<file path="config.mk">
export PLATFORM = sky130hd
export DESIGN_NAME = pipe_hazard_ctrl_flat
export DESIGN_NICKNAME = d
export VERILOG_FILES = /design/src/rtl/pipe_hazard_ctrl_pkg.sv /design/src/rtl/pipe_hazard_ctrl_if.sv /design/src/rtl/pipe_hazard_ctrl_hazard_fwd.sv /design/src/rtl/pipe_hazard_ctrl.sv /design/src/flat_wrapper.sv
export SDC_FILE = /design/constraint.sdc
export NUM_CORES = 1
export LEC_CHECK = 0
export BUFFER_PORTS_ARGS = -buffer_cell sky130_fd_sc_hd__buf_2
export CAP_MARGIN = 20
export CORE_AREA = 2 2 112 60
export DETAILED_ROUTE_END_ITERATION = 8
export DIE_AREA = 0 0 114 62
export PLACE_DENSITY = 0.8
export SYNTH_ARGS = -nofsm -noshare
export SYNTH_HDL_FRONTEND = slang
export SYNTH_SLANG_ARGS = --single-unit
</file>
<file path="constraint.sdc">
create_clock -name clk -period 6.05 [get_ports clk]
set_clock_uncertainty 0.1 [all_clocks]
set_input_delay 1.21 -clock clk [delete_from_list [all_inputs] [get_ports clk]]
set_output_delay 1.21 -clock clk [all_outputs]
set_load 0.02 [all_outputs]
</file>
<file path="src/rtl/pipe_hazard_ctrl_pkg.sv">
// Shared types and helpers for the pipeline hazard controller.
// Forward-select encodings, FSM state type and the register-match helper.
package pipe_ctrl_pkg;

  localparam logic [1:0] FWD_RF  = 2'b00;
  localparam logic [1:0] FWD_WB  = 2'b01;
  localparam logic [1:0] FWD_MEM = 2'b10;

  typedef enum logic [0:0] {
    RUN      = 1'b0,
    MEM_WAIT = 1'b1
  } ctrl_state_t;

  // $0 is hardwired to zero, so a producer writing it never feeds a consumer.
  function automatic logic reg_match(input logic [4:0] dst, input logic [4:0] src);
    return (src != 5'd0) && (dst == src);
  endfunction

endpackage

</file>
<file path="src/rtl/pipe_hazard_ctrl_if.sv">
// Pipeline-side bundle of the hazard controller: stage register ids/controls in,
// forward selects, stall/flush enables and status out.
interface pipe_hazard_ctrl_if #(
  parameter int CNT_W = 32
) ();
  logic [4:0]       rs_D, rt_D, rs_E, rt_E;
  logic [4:0]       WriteReg_E, WriteReg_M, WriteReg_WB;
  logic             RegWrite_E, RegWrite_M, RegWrite_WB;
  logic             MemtoReg_E, MemtoReg_M;
  logic             Branch_D, PCSrc_D, Jump_D;
  logic             mem_req_M, mem_ready;
  logic [1:0]       ForwardAE, ForwardBE;
  logic             ForwardAD, ForwardBD;
  logic             StallF, StallD, StallE, StallM;
  logic             FlushD, FlushE, FlushW;
  logic             mem_err;
  logic [CNT_W-1:0] stall_cycles;

  modport master (
    output rs_D, rt_D, rs_E, rt_E, WriteReg_E, WriteReg_M, WriteReg_WB,
           RegWrite_E, RegWrite_M, RegWrite_WB, MemtoReg_E, MemtoReg_M,
           Branch_D, PCSrc_D, Jump_D, mem_req_M, mem_ready,
    input  ForwardAE, ForwardBE, ForwardAD, ForwardBD,
           StallF, StallD, StallE, StallM, FlushD, FlushE, FlushW,
           mem_err, stall_cycles
  );

  modport slave (
    input  rs_D, rt_D, rs_E, rt_E, WriteReg_E, WriteReg_M, WriteReg_WB,
           RegWrite_E, RegWrite_M, RegWrite_WB, MemtoReg_E, MemtoReg_M,
           Branch_D, PCSrc_D, Jump_D, mem_req_M, mem_ready,
    output ForwardAE, ForwardBE, ForwardAD, ForwardBD,
           StallF, StallD, StallE, StallM, FlushD, FlushE, FlushW,
           mem_err, stall_cycles
  );
endinterface

</file>
<file path="src/rtl/pipe_hazard_ctrl_hazard_fwd.sv">
// Purely combinational hazard detection: EX/D operand forwarding selects plus
// load-use and branch-compare stall requests.
module hazard_fwd_unit
  import pipe_ctrl_pkg::*;
(
  input  logic [4:0] rs_D,
  input  logic [4:0] rt_D,
  input  logic [4:0] rs_E,
  input  logic [4:0] rt_E,
  input  logic [4:0] WriteReg_E,
  input  logic [4:0] WriteReg_M,
  input  logic [4:0] WriteReg_WB,
  input  logic       RegWrite_E,
  input  logic       RegWrite_M,
  input  logic       RegWrite_WB,
  input  logic       MemtoReg_E,
  input  logic       MemtoReg_M,
  input  logic       Branch_D,
  output logic [1:0] fwd_ae,
  output logic [1:0] fwd_be,
  output logic       fwd_ad,
  output logic       fwd_bd,
  output logic       lwstall,
  output logic       brstall
);

  logic e_hits_d_s;
  logic m_hits_d_s;

  // EX operand selects; the younger MEM result wins over WB on a double match.
  always_comb begin
    fwd_ae = FWD_RF;
    fwd_be = FWD_RF;
    if (RegWrite_M && reg_match(WriteReg_M, rs_E)) begin
      fwd_ae = FWD_MEM;
    end else if (RegWrite_WB && reg_match(WriteReg_WB, rs_E)) begin
      fwd_ae = FWD_WB;
    end else begin
      fwd_ae = FWD_RF;
    end
    if (RegWrite_M && reg_match(WriteReg_M, rt_E)) begin
      fwd_be = FWD_MEM;
    end else if (RegWrite_WB && reg_match(WriteReg_WB, rt_E)) begin
      fwd_be = FWD_WB;
    end else begin
      fwd_be = FWD_RF;
    end
  end

  // Decode compare forwarding and the two stall requests.
  always_comb begin
    fwd_ad     = RegWrite_M && reg_match(WriteReg_M, rs_D);
    fwd_bd     = RegWrite_M && reg_match(WriteReg_M, rt_D);
    e_hits_d_s = reg_match(WriteReg_E, rs_D) || reg_match(WriteReg_E, rt_D);
    m_hits_d_s = reg_match(WriteReg_M, rs_D) || reg_match(WriteReg_M, rt_D);
    lwstall    = MemtoReg_E && (rt_E != 5'd0) && ((rt_E == rs_D) || (rt_E == rt_D));
    brstall    = Branch_D && ((RegWrite_E && e_hits_d_s) || (MemtoReg_M && m_hits_d_s));
  end

endmodule

</file>
<file path="src/rtl/pipe_hazard_ctrl.sv">
// Pipeline sequencer: memory-wait FSM with timeout watchdog, stall/flush priority
// mux over the hazard unit, sticky error flag and stall-cycle counter.
module pipe_hazard_ctrl
  import pipe_ctrl_pkg::*;
#(
  parameter int TIMEOUT = 16,
  parameter int CNT_W   = 32
) (
  input  logic              clk,
  input  logic              reset,
  pipe_hazard_ctrl_if.slave bus
);

  localparam logic [7:0] TO_LAST = 8'(TIMEOUT - 1);

  ctrl_state_t      state_r, state_nxt_s;
  logic [7:0]       wait_cnt_r;
  logic             mem_err_r;
  logic [CNT_W-1:0] stall_cnt_r;
  logic             timeout_s, memwait_s;
  logic [1:0]       fwd_ae_s, fwd_be_s;
  logic             fwd_ad_s, fwd_bd_s, lwstall_s, brstall_s;
  logic             stall_f_s, stall_d_s, stall_e_s, stall_m_s;
  logic             flush_d_s, flush_e_s, flush_w_s;

  hazard_fwd_unit u_hazard_fwd (
    .rs_D        (bus.rs_D),
    .rt_D        (bus.rt_D),
    .rs_E        (bus.rs_E),
    .rt_E        (bus.rt_E),
    .WriteReg_E  (bus.WriteReg_E),
    .WriteReg_M  (bus.WriteReg_M),
    .WriteReg_WB (bus.WriteReg_WB),
    .RegWrite_E  (bus.RegWrite_E),
    .RegWrite_M  (bus.RegWrite_M),
    .RegWrite_WB (bus.RegWrite_WB),
    .MemtoReg_E  (bus.MemtoReg_E),
    .MemtoReg_M  (bus.MemtoReg_M),
    .Branch_D    (bus.Branch_D),
    .fwd_ae      (fwd_ae_s),
    .fwd_be      (fwd_be_s),
    .fwd_ad      (fwd_ad_s),
    .fwd_bd      (fwd_bd_s),
    .lwstall     (lwstall_s),
    .brstall     (brstall_s)
  );

  // Next state and freeze request; the timeout cycle itself releases the freeze.
  always_comb begin
    state_nxt_s = state_r;
    timeout_s   = 1'b0;
    case (state_r)
      RUN: begin
        if (bus.mem_req_M && !bus.mem_ready) begin
          state_nxt_s = MEM_WAIT;
        end else begin
          state_nxt_s = RUN;
        end
      end
      MEM_WAIT: begin
        if (bus.mem_ready) begin
          state_nxt_s = RUN;
        end else if (wait_cnt_r == TO_LAST) begin
          state_nxt_s = RUN;
          timeout_s   = 1'b1;
        end else begin
          state_nxt_s = MEM_WAIT;
        end
      end
      default: begin
        state_nxt_s = RUN;
      end
    endcase
    memwait_s = !bus.mem_ready && !timeout_s &&
                (((state_r == RUN) && bus.mem_req_M) || (state_r == MEM_WAIT));
  end

  // Stall/flush priority mux: reset, then memory freeze, then data hazards.
  always_comb begin
    stall_f_s = 1'b0;
    stall_d_s = 1'b0;
    stall_e_s = 1'b0;
    stall_m_s = 1'b0;
    flush_d_s = 1'b0;
    flush_e_s = 1'b0;
    flush_w_s = 1'b0;
    if (!reset) begin
      stall_f_s = 1'b0;
    end else if (memwait_s) begin
      stall_f_s = 1'b1;
      stall_d_s = 1'b1;
      stall_e_s = 1'b1;
      stall_m_s = 1'b1;
      flush_w_s = 1'b1;
    end else if (lwstall_s || brstall_s) begin
      stall_f_s = 1'b1;
      stall_d_s = 1'b1;
      flush_e_s = 1'b1;
    end else begin
      flush_d_s = bus.PCSrc_D || bus.Jump_D;
    end
  end

  assign bus.ForwardAE    = reset ? fwd_ae_s : FWD_RF;
  assign bus.ForwardBE    = reset ? fwd_be_s : FWD_RF;
  assign bus.ForwardAD    = reset && fwd_ad_s;
  assign bus.ForwardBD    = reset && fwd_bd_s;
  assign bus.StallF       = stall_f_s;
  assign bus.StallD       = stall_d_s;
  assign bus.StallE       = stall_e_s;
  assign bus.StallM       = stall_m_s;
  assign bus.FlushD       = flush_d_s;
  assign bus.FlushE       = flush_e_s;
  assign bus.FlushW       = flush_w_s;
  assign bus.mem_err      = mem_err_r;
  assign bus.stall_cycles = stall_cnt_r;

  // State, wait counter, sticky error and saturating stall counter.
  always_ff @(posedge clk) begin
    if (!reset) begin
      state_r     <= RUN;
      wait_cnt_r  <= 8'd0;
      mem_err_r   <= 1'b0;
      stall_cnt_r <= '0;
    end else begin
      state_r <= state_nxt_s;
      if ((state_r == MEM_WAIT) && (state_nxt_s == MEM_WAIT)) begin
        wait_cnt_r <= wait_cnt_r + 8'd1;
      end else begin
        wait_cnt_r <= 8'd0;
      end
      if (timeout_s) begin
        mem_err_r <= 1'b1;
      end
      if (stall_f_s && (stall_cnt_r != {CNT_W{1'b1}})) begin
        stall_cnt_r <= stall_cnt_r + CNT_W'(1);
      end
    end
  end

endmodule

</file>
<file path="src/flat_wrapper.sv">
// flat-port wrapper written by rule: the top's interface ports become plain ports
module pipe_hazard_ctrl_flat import pipe_ctrl_pkg::*;
#(
  parameter int TIMEOUT = 16,
  parameter int CNT_W   = 32
)
  (clk, reset, bus_rs_D, bus_rt_D, bus_rs_E, bus_rt_E, bus_WriteReg_E, bus_WriteReg_M, bus_WriteReg_WB, bus_RegWrite_E, bus_RegWrite_M, bus_RegWrite_WB, bus_MemtoReg_E, bus_MemtoReg_M, bus_Branch_D, bus_PCSrc_D, bus_Jump_D, bus_mem_req_M, bus_mem_ready, bus_ForwardAE, bus_ForwardBE, bus_ForwardAD, bus_ForwardBD, bus_StallF, bus_StallD, bus_StallE, bus_StallM, bus_FlushD, bus_FlushE, bus_FlushW, bus_mem_err, bus_stall_cycles);
  pipe_hazard_ctrl_if #(.CNT_W(CNT_W)) bus_i ();
  input  logic clk;
  input  logic reset;
  input wire logic [$bits(bus_i.rs_D)-1:0] bus_rs_D;
  input wire logic [$bits(bus_i.rt_D)-1:0] bus_rt_D;
  input wire logic [$bits(bus_i.rs_E)-1:0] bus_rs_E;
  input wire logic [$bits(bus_i.rt_E)-1:0] bus_rt_E;
  input wire logic [$bits(bus_i.WriteReg_E)-1:0] bus_WriteReg_E;
  input wire logic [$bits(bus_i.WriteReg_M)-1:0] bus_WriteReg_M;
  input wire logic [$bits(bus_i.WriteReg_WB)-1:0] bus_WriteReg_WB;
  input wire logic [$bits(bus_i.RegWrite_E)-1:0] bus_RegWrite_E;
  input wire logic [$bits(bus_i.RegWrite_M)-1:0] bus_RegWrite_M;
  input wire logic [$bits(bus_i.RegWrite_WB)-1:0] bus_RegWrite_WB;
  input wire logic [$bits(bus_i.MemtoReg_E)-1:0] bus_MemtoReg_E;
  input wire logic [$bits(bus_i.MemtoReg_M)-1:0] bus_MemtoReg_M;
  input wire logic [$bits(bus_i.Branch_D)-1:0] bus_Branch_D;
  input wire logic [$bits(bus_i.PCSrc_D)-1:0] bus_PCSrc_D;
  input wire logic [$bits(bus_i.Jump_D)-1:0] bus_Jump_D;
  input wire logic [$bits(bus_i.mem_req_M)-1:0] bus_mem_req_M;
  input wire logic [$bits(bus_i.mem_ready)-1:0] bus_mem_ready;
  output wire logic [$bits(bus_i.ForwardAE)-1:0] bus_ForwardAE;
  output wire logic [$bits(bus_i.ForwardBE)-1:0] bus_ForwardBE;
  output wire logic [$bits(bus_i.ForwardAD)-1:0] bus_ForwardAD;
  output wire logic [$bits(bus_i.ForwardBD)-1:0] bus_ForwardBD;
  output wire logic [$bits(bus_i.StallF)-1:0] bus_StallF;
  output wire logic [$bits(bus_i.StallD)-1:0] bus_StallD;
  output wire logic [$bits(bus_i.StallE)-1:0] bus_StallE;
  output wire logic [$bits(bus_i.StallM)-1:0] bus_StallM;
  output wire logic [$bits(bus_i.FlushD)-1:0] bus_FlushD;
  output wire logic [$bits(bus_i.FlushE)-1:0] bus_FlushE;
  output wire logic [$bits(bus_i.FlushW)-1:0] bus_FlushW;
  output wire logic [$bits(bus_i.mem_err)-1:0] bus_mem_err;
  output wire logic [$bits(bus_i.stall_cycles)-1:0] bus_stall_cycles;
  assign bus_i.rs_D = bus_rs_D;
  assign bus_i.rt_D = bus_rt_D;
  assign bus_i.rs_E = bus_rs_E;
  assign bus_i.rt_E = bus_rt_E;
  assign bus_i.WriteReg_E = bus_WriteReg_E;
  assign bus_i.WriteReg_M = bus_WriteReg_M;
  assign bus_i.WriteReg_WB = bus_WriteReg_WB;
  assign bus_i.RegWrite_E = bus_RegWrite_E;
  assign bus_i.RegWrite_M = bus_RegWrite_M;
  assign bus_i.RegWrite_WB = bus_RegWrite_WB;
  assign bus_i.MemtoReg_E = bus_MemtoReg_E;
  assign bus_i.MemtoReg_M = bus_MemtoReg_M;
  assign bus_i.Branch_D = bus_Branch_D;
  assign bus_i.PCSrc_D = bus_PCSrc_D;
  assign bus_i.Jump_D = bus_Jump_D;
  assign bus_i.mem_req_M = bus_mem_req_M;
  assign bus_i.mem_ready = bus_mem_ready;
  assign bus_ForwardAE = bus_i.ForwardAE;
  assign bus_ForwardBE = bus_i.ForwardBE;
  assign bus_ForwardAD = bus_i.ForwardAD;
  assign bus_ForwardBD = bus_i.ForwardBD;
  assign bus_StallF = bus_i.StallF;
  assign bus_StallD = bus_i.StallD;
  assign bus_StallE = bus_i.StallE;
  assign bus_StallM = bus_i.StallM;
  assign bus_FlushD = bus_i.FlushD;
  assign bus_FlushE = bus_i.FlushE;
  assign bus_FlushW = bus_i.FlushW;
  assign bus_mem_err = bus_i.mem_err;
  assign bus_stall_cycles = bus_i.stall_cycles;
  pipe_hazard_ctrl #(.TIMEOUT(TIMEOUT), .CNT_W(CNT_W)) u_core (.clk(clk), .reset(reset), .bus(bus_i));
endmodule
</file>
==> impl_metrics.csv <==
group,metric,value,unit
cts,clk_pin_slew_worst_paths,0.06,ns
cts,hold_buffers,0,
cts,cts_tree,"done",
cells_and_area,multi_input_area,1910,um^2
yosys,synth.most_common_cell,"dfxtp_1",
pwr,vdd_ir_drop_max,0.000114,V
cts,cts-root-buf,"clkbuf_16",
yosys,synthFlopType,"dfxtp_1",
yosys,synth_common_cells,"dfxtp_1, xnor2_1, nand4_1, a21oi_1, xor2_1",
detailed_routing,via_per_inst,6.09,
critical_path,cp_max_fo,5,
detailed_routing,ant_nets,0,
pwr,p_int,0.474,mW
yosys,synthDistinctLibCells,39,
detailed_routing,wl,8840,um
pwr,power_switching,0.183,mW
yosys,syn_nets,414,
cells_and_area,diodes,0,
critical_path,cpMostUsedCell,"buf_2",
die,ioPinCount,93,
critical_path,reg2reg_slack,3.31,ns
cts,cts_max_level,2,
cts,cts_inserted_buffers,5,
grt,grt_max_degree,60,
die,die_height,62,um
cells_and_area,drive_above_1_share,24.9,%
critical_path,slowest_stage,"or4_1",
sta,holdWs,0.358,ns
die,fp.coreArea,6250,um^2
job,max_cap_viol_count,0,
grt,antenna_found_initial,0,
detailed_routing,drt_first_pass_iters,5,
yosys,ys_ff_latch,42,
yosys,synth.avg_cell_area,7.99,um^2
critical_path,start_kind,"input pin",
critical_path,cp_cell_sequence,"buf_2 > or4_1 > nor2_1 > a211oi_2 > or3_1 > nor3_1 > buf_2",
cts,clock_path_buffers,2,
detailed_routing,drtIter0Drc,295,
cells_and_area,post-route-util,55.8,%
yosys,synthArstFlopShare,0,%
pwr,power_frac_seq,42.7,%
yosys,syn_inst,365,
detailed_routing,wl_per_cell,16.9,um
die,start_util,46.6,%
sta,finalMaxSlewViolations,0,
cells_and_area,synthToLayoutAreaGrowth,19.6,%
min_path,worst_hold_path_type,"reg2reg",
cts,cts_sinks,42,
yosys,synth_top_cell_by_area,"dfxtp_1",
cts,clk_latency,0.28,ns
sta,rsz0062_at_grt,"false",
cells_and_area,regArea,841,um^2
pwr,p_leak,1.35,nW
pwr,power.clock.fraction,41.3,%
yosys,synth_area_leaders,"dfxtp_1, xnor2_1, xor2_1, nand4_1, a21oi_1",
yosys,yosysWarnings,0,
critical_path,critPathRequiredTime,4.74,ns
critical_path,cp.arrival,2.93,ns
cts,cts_setup_buffers,0,
critical_path,crit_type,"in2out",
cells_and_area,final_area,3490,um^2
sta,tightest_slew,0.859,ns
sta,max_freq,0.236,GHz
die,row_count,21,
sta,setup-tns-final,0,ns
place,gp_congestion,0.954,
yosys,synth_area,2920,um^2
critical_path,max_stage_delay,0.51,ns
grt,grt_overflow_total,0,
grt,grtUsageTotal,24.9,%
place,place_area,3340,um^2
pwr,combPwrFrac,16.0,%
cells_and_area,num-fill-cells,587,
status,outcome,"finished clean",
detailed_routing,num_vias,3179,
yosys,synth_top_area_share,28.8,%
sta,setup_viol,0,
sta,period_minus_slack,4.24,ns
place,numPortBuffers,92,
cts,ctsResizeCount,0,
cells_and_area,final_net_count,490,
critical_path,endpoint_kind,"output pin",
pwr,power_density,188,nW/um^2
place,dp_hpwl,6660,um
die,die_w,114,um
die,die_area,7070,um^2
sta,slew_headroom,42.4,%
yosys,ys_seq_area_share,28.8,%
detailed_routing,route.detailed.drc,0,
grt,grt_pass1_vias,2666,
grt,grt_pass1_wl,13700,um
pwr,p_sw_share,27.9,%
sta,fin_crit_sh,70.1,%
yosys,synth_edf_count,0,
sta,hold_viol_final,0,
==> flip-flops by register name, summed over array words and instances, names as in the netlist <==
| register | flops |
|---|---|
| u_core.state_r | 1 |
| u_core.wait_cnt_r | 8 |
| u_core.bus.mem_err | 1 |
| u_core.bus.stall_cycles | 32 |
==> worst max-delay path: cells and delay by family <==
family	cells	cell delay (ns)
buffers and inverters	2	0.33
and+or+nand+nor	4	1.29
AOI/OAI and AO/OA	1	0.09
==> power by group through the flow <==
stage / Clock (mW) / Sequential (mW) / Combinational [mW]
after detailed placement: 0 / 0.287 / 0.103
after floorplan: 0 / 0.288 / 0.0677
after global routing: 0.285 / 0.281 / 0.114
after CTS: 0.274 / 0.281 / 0.104
after global placement: 0 / 0.287 / 0.101
final: 0.271 / 0.281 / 0.105
==> placed cells by master, fill, tap and decap left out, drive strengths merged, types with 2 or more instances in the layout <==
cell type	instances
dfxtp	42
mux2i	3
clkbuf	5
nor2	21
nor3	12
o31ai	12
nand4	28
nand3	22
a21oi	26
xor2	25
o31a	2
clkinv	2
nand2	22
or3	15
and3	13
o21a	2
xnor2	31
inv	4
buf	94
ha	2
or4	16
o21ai	14
nand2b	3
and4	3
o211ai	2
and2	5
nor4	11
==> kinds of logic (layout without fill, tap and decap cells) <==
kind of cell             count (synthesis)  in the layout  synth area share (%)
AND/OR/NAND/NOR                        172            172                  33.9
flip-flops                              42             42                  28.8
buffers and inverters                   29            106                  5.75
multiplexers                             3              3                  1.03
XOR/XNOR                                56             56                  16.8
adder cells (fa/ha/maj)                  2              2                 0.858
AO/OA/AOI/OAI                           61             61                  12.8
==> cell type report <==
class | count | area share, %
Clock buffer | 5 | 3.59
Clock inverter | 3 | 0.717
Inverter | 4 | 0.430
Multi-Input combinational cell | 294 | 54.7
Sequential cell | 42 | 24.1
Tap cell | 80 | 2.87
Timing Repair Buffer | 94 | 13.6
==> routing by layer <==
| layer | global-route usage (%) | wire length [um] | up-vias |
|---|---|---|---|
| li1 | - | - | 1508 |
| met1 | 37.4 | 4320 | 1513 |
| met2 | 37.3 | 3640 | 153 |
| met3 | 5.14 | 850 | 5 |
| met4 | 4.36 | 29 | 0 |
| met5 | 0 | 0 | - |
==> final timing paths <==
check                                     startpoint                          end  cells past startpoint
worst min-delay path            u_core.wait_cnt_r[0]         u_core.wait_cnt_r[0]                      1
worst max-delay path                     bus_rt_E[1]                   bus_FlushD                      7
worst min register to register  u_core.wait_cnt_r[0]         u_core.wait_cnt_r[0]                      1
worst max register to register  u_core.wait_cnt_r[0]  u_core.bus.stall_cycles[30]                      7
==> stage by stage <==
step / cells / total power [mW] / worst slack [ns]
finish: 522 / 0.658 / 1.81
global route: 522 / 0.680 / 1.70
CTS: 522 / 0.659 / 1.83
detailed placement: 514 / 0.391 / 1.82
global placement: 514 / 0.388 / 1.84
floorplan: 365 / 0.356 / 1.76
No activity file was read; power rests on OpenSTA's default activity.
